[src/rtl/hazard_fwd_if.sv]
// Bundle between the ID stage and the hazard/forwarding unit: ID-stage instruction
// fields and flush go in, while the EX operand selects, the stall and the stall count come out.
interface hazard_fwd_if #(
    parameter int REG_W = 5
);
    logic             id_valid;
    logic [REG_W-1:0] id_rs;
    logic [REG_W-1:0] id_rt;
    logic             id_wr_en;
    logic [REG_W-1:0] id_wr_reg;
    logic             id_is_load;
    logic             flush;
    logic [1:0]       fwd_a_sel;
    logic [1:0]       fwd_b_sel;
    logic             stall;
    logic [15:0]      stall_cnt;

    modport master (
        output id_valid, id_rs, id_rt, id_wr_en, id_wr_reg, id_is_load, flush,
        input  fwd_a_sel, fwd_b_sel, stall, stall_cnt
    );

    modport slave (
        input  id_valid, id_rs, id_rt, id_wr_en, id_wr_reg, id_is_load, flush,
        output fwd_a_sel, fwd_b_sel, stall, stall_cnt
    );
endinterface

[src/rtl/hazard_fwd_unit.sv]
// Pipeline hazard unit: tracks shadow EX/MEM/WB(/PWB) writer state, produces operand forwarding
// selects, a load-use stall and a saturating stall count. FWD_PWB_BYPASS_EN adds the PWB source.
module hazard_fwd_unit #(
    parameter int REG_W = 5
) (
    input  logic        clk,
    input  logic        rst_n,
    hazard_fwd_if.slave hz
);
`ifdef FWD_PWB_BYPASS_EN
    localparam int NSTG = 3;
`else
    localparam int NSTG = 2;
`endif

    typedef struct packed {
        logic             valid;
        logic             wr_en;
        logic [REG_W-1:0] wr_reg;
        logic             is_load;
    } stage_t;

    // EX stage (also carries the source registers it will read)
    stage_t           ex_q,    ex_d;
    logic [REG_W-1:0] ex_rs_q, ex_rs_d;
    logic [REG_W-1:0] ex_rt_q, ex_rt_d;

    // Downstream writers: index 0 = MEM, 1 = WB, 2 = PWB (bypass build only)
    stage_t           pipe_q [NSTG];
    stage_t           pipe_d [NSTG];
    logic [NSTG-1:0]  qual;

    logic [15:0]      stall_cnt_q, stall_cnt_d;
    logic             stall_w;
    logic [1:0][1:0]  sel_all;
    logic [1:0][REG_W-1:0] src_all;

    assign stall_w = hz.id_valid && !hz.flush &&
                     ex_q.valid && ex_q.is_load && ex_q.wr_en && (ex_q.wr_reg != '0) &&
                     ((ex_q.wr_reg == hz.id_rs) || (ex_q.wr_reg == hz.id_rt));

    always_comb begin
        ex_d    = '0;
        ex_rs_d = '0;
        ex_rt_d = '0;
        if (!stall_w && !hz.flush) begin
            ex_d.valid   = hz.id_valid;
            ex_d.wr_en   = hz.id_wr_en;
            ex_d.wr_reg  = hz.id_wr_reg;
            ex_d.is_load = hz.id_is_load;
            ex_rs_d      = hz.id_rs;
            ex_rt_d      = hz.id_rt;
        end
    end

    assign stall_cnt_d = (stall_w && (stall_cnt_q != 16'hFFFF)) ? stall_cnt_q + 16'd1 : stall_cnt_q;

    // Downstream stages advance every cycle; a stall only affects what EX captures
    assign pipe_d[0] = ex_q;
    genvar gi;
    generate
        for (gi = 1; gi < NSTG; gi++) begin : g_shift
            assign pipe_d[gi] = pipe_q[gi-1];
        end
        for (gi = 0; gi < NSTG; gi++) begin : g_qual
            assign qual[gi] = pipe_q[gi].valid && pipe_q[gi].wr_en && (pipe_q[gi].wr_reg != '0);
        end
    endgenerate

    always_ff @(posedge clk or negedge rst_n) begin
        if (!rst_n) begin
            ex_q        <= '0;
            ex_rs_q     <= '0;
            ex_rt_q     <= '0;
            stall_cnt_q <= '0;
            for (int i = 0; i < NSTG; i++) pipe_q[i] <= '0;
        end else begin
            ex_q        <= ex_d;
            ex_rs_q     <= ex_rs_d;
            ex_rt_q     <= ex_rt_d;
            stall_cnt_q <= stall_cnt_d;
            for (int i = 0; i < NSTG; i++) pipe_q[i] <= pipe_d[i];
        end
    end

    assign src_all[0] = ex_rs_q;
    assign src_all[1] = ex_rt_q;

    // Scan oldest to youngest so the nearest matching writer wins; select code is stage index + 1
    generate
        for (gi = 0; gi < 2; gi++) begin : g_op
            logic [1:0] sel_next;
            always_comb begin
                sel_next = 2'b00;
                for (int s = NSTG - 1; s >= 0; s--) begin
                    if (qual[s] && (pipe_q[s].wr_reg == src_all[gi])) begin
                        sel_next = 2'(s + 1);
                    end
                end
                if (!ex_q.valid) begin
                    sel_next = 2'b00;
                end
            end
            assign sel_all[gi] = sel_next;
        end
    endgenerate

    assign hz.fwd_a_sel = sel_all[0];
    assign hz.fwd_b_sel = sel_all[1];
    assign hz.stall     = stall_w;
    assign hz.stall_cnt = stall_cnt_q;
endmodule
[src/flat_wrapper.sv]
// flat-port wrapper written by rule: the top's interface ports become plain ports
module hazard_fwd_unit_flat 
#(
    parameter int REG_W = 5
)
  (clk, rst_n, hz_id_valid, hz_id_rs, hz_id_rt, hz_id_wr_en, hz_id_wr_reg, hz_id_is_load, hz_flush, hz_fwd_a_sel, hz_fwd_b_sel, hz_stall, hz_stall_cnt);
  hazard_fwd_if #(.REG_W(REG_W)) hz_i ();
  input  logic clk;
  input  logic rst_n;
  input wire logic [$bits(hz_i.id_valid)-1:0] hz_id_valid;
  input wire logic [$bits(hz_i.id_rs)-1:0] hz_id_rs;
  input wire logic [$bits(hz_i.id_rt)-1:0] hz_id_rt;
  input wire logic [$bits(hz_i.id_wr_en)-1:0] hz_id_wr_en;
  input wire logic [$bits(hz_i.id_wr_reg)-1:0] hz_id_wr_reg;
  input wire logic [$bits(hz_i.id_is_load)-1:0] hz_id_is_load;
  input wire logic [$bits(hz_i.flush)-1:0] hz_flush;
  output wire logic [$bits(hz_i.fwd_a_sel)-1:0] hz_fwd_a_sel;
  output wire logic [$bits(hz_i.fwd_b_sel)-1:0] hz_fwd_b_sel;
  output wire logic [$bits(hz_i.stall)-1:0] hz_stall;
  output wire logic [$bits(hz_i.stall_cnt)-1:0] hz_stall_cnt;
  assign hz_i.id_valid = hz_id_valid;
  assign hz_i.id_rs = hz_id_rs;
  assign hz_i.id_rt = hz_id_rt;
  assign hz_i.id_wr_en = hz_id_wr_en;
  assign hz_i.id_wr_reg = hz_id_wr_reg;
  assign hz_i.id_is_load = hz_id_is_load;
  assign hz_i.flush = hz_flush;
  assign hz_fwd_a_sel = hz_i.fwd_a_sel;
  assign hz_fwd_b_sel = hz_i.fwd_b_sel;
  assign hz_stall = hz_i.stall;
  assign hz_stall_cnt = hz_i.stall_cnt;
  hazard_fwd_unit #(.REG_W(REG_W)) u_core (.clk(clk), .rst_n(rst_n), .hz(hz_i));
endmodule
[config.mk]
export PLATFORM = sky130hd
export DESIGN_NAME = hazard_fwd_unit_flat
export DESIGN_NICKNAME = d
export VERILOG_FILES = /design/src/rtl/hazard_fwd_if.sv /design/src/rtl/hazard_fwd_unit.sv /design/src/flat_wrapper.sv
export SDC_FILE = /design/constraint.sdc
export NUM_CORES = 1
export LEC_CHECK = 0
export CORE_ASPECT_RATIO = 0.75
export CORE_MARGIN = 1.5
export CORE_UTILIZATION = 40
export CTS_BUF_LIST = sky130_fd_sc_hd__clkbuf_4 sky130_fd_sc_hd__clkbuf_8 sky130_fd_sc_hd__clkbuf_16
export CTS_CLUSTER_DIAMETER = 60
export CTS_CLUSTER_SIZE = 20
export DETAILED_ROUTE_END_ITERATION = 12
export HOLD_SLACK_MARGIN = 0.12
export MAX_ROUTING_LAYER = met4
export PLACE_DENSITY_LB_ADDON = 0.15
export SYNTH_ARGS = -nofsm -noshare
export SYNTH_HDL_FRONTEND = slang
export SYNTH_SLANG_ARGS = --single-unit
[constraint.sdc]
create_clock -name clk -period 2.3 [get_ports clk]
set_clock_uncertainty 0.15 [all_clocks]
set_input_delay 0.69 -clock clk [delete_from_list [all_inputs] [get_ports clk]]
set_output_delay 0.69 -clock clk [all_outputs]
set_load 0.005 [all_outputs]
==> impl_metrics.py <==
metrics = {
    "floorplanning": {
        "num_rows": 22,
        "die_area_mm2": 0.00586,
        "start_util": 0.429,
        "pin_count": 42,
        "die-width_um": 87.9,
        "die_h_um": 66.7,
        "core_area_mm2": 0.00504,
    },
    "clock_network": {
        "cts_made_buffers": 5,
        "clk-insertion-delay-late_ns": 0.31,
        "cts.htree.levels": 2,
        "cts-root-buf": "clkbuf_8",
        "clock-sinks": 48,
        "cts_tree": "yes",
        "cts_hold_buf": 0,
        "clk_pin_slew_ns": 0.10,
        "cts_buffer_depth": 2,
    },
    "synth": {
        "synth_largest_area_cell": "dfrtp_1",
        "synth_cell_types": 29,
        "synth_seq_area_share": 0.555,
        "synth_compound_area_frac": 0.0364,
        "syn-num-nets": 204,
        "yosys_warnings": 0,
        "synth_area_leaders": "dfrtp_1, xnor2_1, and2_1, xor2_1, nand3_1",
        "synth_top_family_by_area": "simple AND/OR/NAND/NOR gates",
        "ys_seq_elements": 48,
        "synthCells": 182,
        "synthXorXnorAreaFrac": 0.174,
        "synth_area_mm2": 0.00216,
        "synth_fa_ha_area_frac": 0.00578,
        "syn-mean-instance-area_um2": 11.9,
        "synth.area.mux_share": 0.0104,
        "synth_top_area_share": 0.555,
        "synthSimpleGateAreaFrac": 0.209,
    },
    "routing": {
        "vias": 1600,
        "drt_iter0_markers": 55,
        "wl_per_cell_um": 13.0,
        "post_drt_via_cell_ratio": 4.65,
        "drt-total-wl_mm": 4.46,
        "remaining_drc_errors": 0,
        "dr.pass1.iters": 6,
        "ant_nets": 0,
    },
    "worst_setup_path": {
        "crit_required_ns": 1.46,
        "crit_chain": "or4_4, o211ai_1, buf_4, nor4_4, buf_4, nor4_1, buf_2",
        "worst-path-buf-inv": 3,
        "cp_max_fo": 2,
        "slowest_delay_ns": 0.53,
        "critPathSlowestCell": "or4_4",
        "startpoint_type": "flop",
        "crit_family": "simple AND/OR/NAND/NOR gates",
        "critPathCaptureType": "output port",
        "cp_data_arrival_time_ns": 2.02,
        "crit_type": "flop to output port",
        "critPathMostFrequentCell": "buf_4",
    },
    "placement": {
        "place_hpwl_mm": 3.39,
        "gp_congestion": 0.776,
        "numPortBuffers": 41,
    },
    "run": {
        "maxCapViolCount": 0,
    },
    "grt": {
        "grt_pass1_vias": 1567,
        "grt.overflow.total": 0,
        "grt_pass1_wl_mm": 7.47,
        "grt_max_degree": 31,
        "grt_usage": 0.177,
        "antenna_found_initial": 0,
    },
    "timing": {
        "relSlewSlack": 0.705,
        "hold_ws_ns": 0.160,
        "tightest_slew_ns": 0.443,
        "maxSlewViolCount": 0,
        "period_share": 1.25,
        "rsz0062_at_grt": "yes",
        "layout_min_cycle_time_ns": 2.86,
        "setup_slack_ns": -0.564,
        "hold_viol_final": 0,
        "setup_viol": 5,
        "fmax_mhz": 349,
    },
    "finish": {
        "layout_common_cells": "dfrtp_1, buf_4, xnor2_1",
        "layout_commonest_cell": "dfrtp_1",
        "final_nets": 293,
        "fill_cells": 426,
        "n_antenna_cell": 0,
        "syn_to_final_growth_pct": 45.6,
        "drive_above_1_share": 0.265,
    },
    "power": {
        "ir_worst_vdd_uv": 312,
        "p_leak_uw": 0.00152,
        "power.total_uw": 1720,
        "p_per_area_mw_per_mm2": 545,
    },
    "outcome": {
        "status": "finished, violations left",
        "violations": "setup timing",
    },
    "worst_hold_path": {
        "hold_path_class": "primary input to async pin",
    },
}
## cell usage after synthesis
cell type,n
and3_1,9
nand3_1,13
nand2b_1,1
nor2b_1,2
dfrtp_1,48
mux2_2,2
or4_1,3
and4b_1,1
o211ai_1,1
and2_1,21
nor4_1,3
o22ai_1,1
nor3_1,5
a21oi_2,1
buf_6,1
ha_1,1
inv_2,1
nand2_1,7
o211ai_4,1
o2111ai_1,1
nand4_1,6
nor2_1,3
buf_2,1
xnor2_1,29
xor2_1,14
a21oi_4,1
and4_1,2
or4_4,1
a21oi_1,2
## path summary, 6_finish.rpt
check	startpoint	endpoint	slack, ns	cells after the start
worst max register to register	u_core.ex_q[5]	u_core.ex_rt_q[4]	0.13	7
worst max-delay path	u_core.pipe_d[4]	hz_fwd_a_sel[1]	-0.56	7
min in group clk	u_core.ex_q[6]	u_core.pipe_d[6]	0.23	0
worst min-delay path	rst_n	u_core.hz.stall_cnt[7]	0.16	1
max in group asynchronous	rst_n	u_core.pipe_d[4]	1.34	2
worst min register to register	u_core.ex_q[6]	u_core.pipe_d[6]	0.23	0
## routing by layer
| layer | GRT usage | up-vias | part of all wire |
|---|---|---|---|
| li1 | - | 803 | - |
| met1 | 0.256 | 766 | 0.52 |
| met2 | 0.247 | 26 | 0.44 |
| met3 | 0.0372 | 5 | 0.030 |
| met4 | 0.0595 | 0 | 0.011 |
| met5 | - | - | 0 |
## state kept, by name, summed over array words and instances (netlist names)
signal	cells
u_core.ex_rt_q	5
u_core.pipe_q	7
u_core.hz.stall_cnt	16
u_core.ex_q	8
u_core.ex_rs_q	5
u_core.pipe_d	7
## worst reg2reg max path: cells and delay by family (launching register included)
kind | cells | cell delay, ns
AO/OA/AOI/OAI | 2 | 0.53
buffers and inverters | 3 | 0.29
flip-flops | 1 | 0.39
AND/OR/NAND/NOR | 2 | 0.76
## cells by family after synthesis
kind of cell               Yosys count
buffers and inverters                3
DFF                                 48
muxes                                2
AOI/OAI and AO/OA                    8
and+or+nand+nor                     77
adders and majority gates            1
xor gates and xnor gates            43
## stage by stage
step                setup slack (ns)  setup TNS [ns]  utilization  std cells  area [µm²]
CTS                           -0.582           -2.63        0.612        341        3080
finish                        -0.564           -2.27        0.625        344        3150
detailed placement            -0.903          -11.01        0.585        331        2950
floorplan                     0.0118               0            -        182        2170
global placement              -0.858           -9.79        0.585        331        2950
global route                  -0.619           -2.61        0.625        344        3150
## area by class of cell
type	instances	area, µm²	area share
Clock buffer	5	68.8	0.0218
Clock inverter	3	46.3	0.0147
Inverter	1	3.75	0.00119
Multi-Input combinational cell	131	991	0.315
Sequential cell	48	1200	0.381
Tap cell	72	90.1	0.0286
Timing Repair Buffer	84	749	0.238
## power breakdown
part           total (µW)  internal [µW]  switching [µW]
Clock                 627            328             299
Combinational         197            111            86.0
Sequential            892            872            20.2
## what timing repair did
action	in CTS	in global routing
gates resized for setup	27	15
setup buffers	2	3
pin swaps	10	13
setup endpoints to repair	6	10
Note: power is estimated with default switching activity, not from simulation.
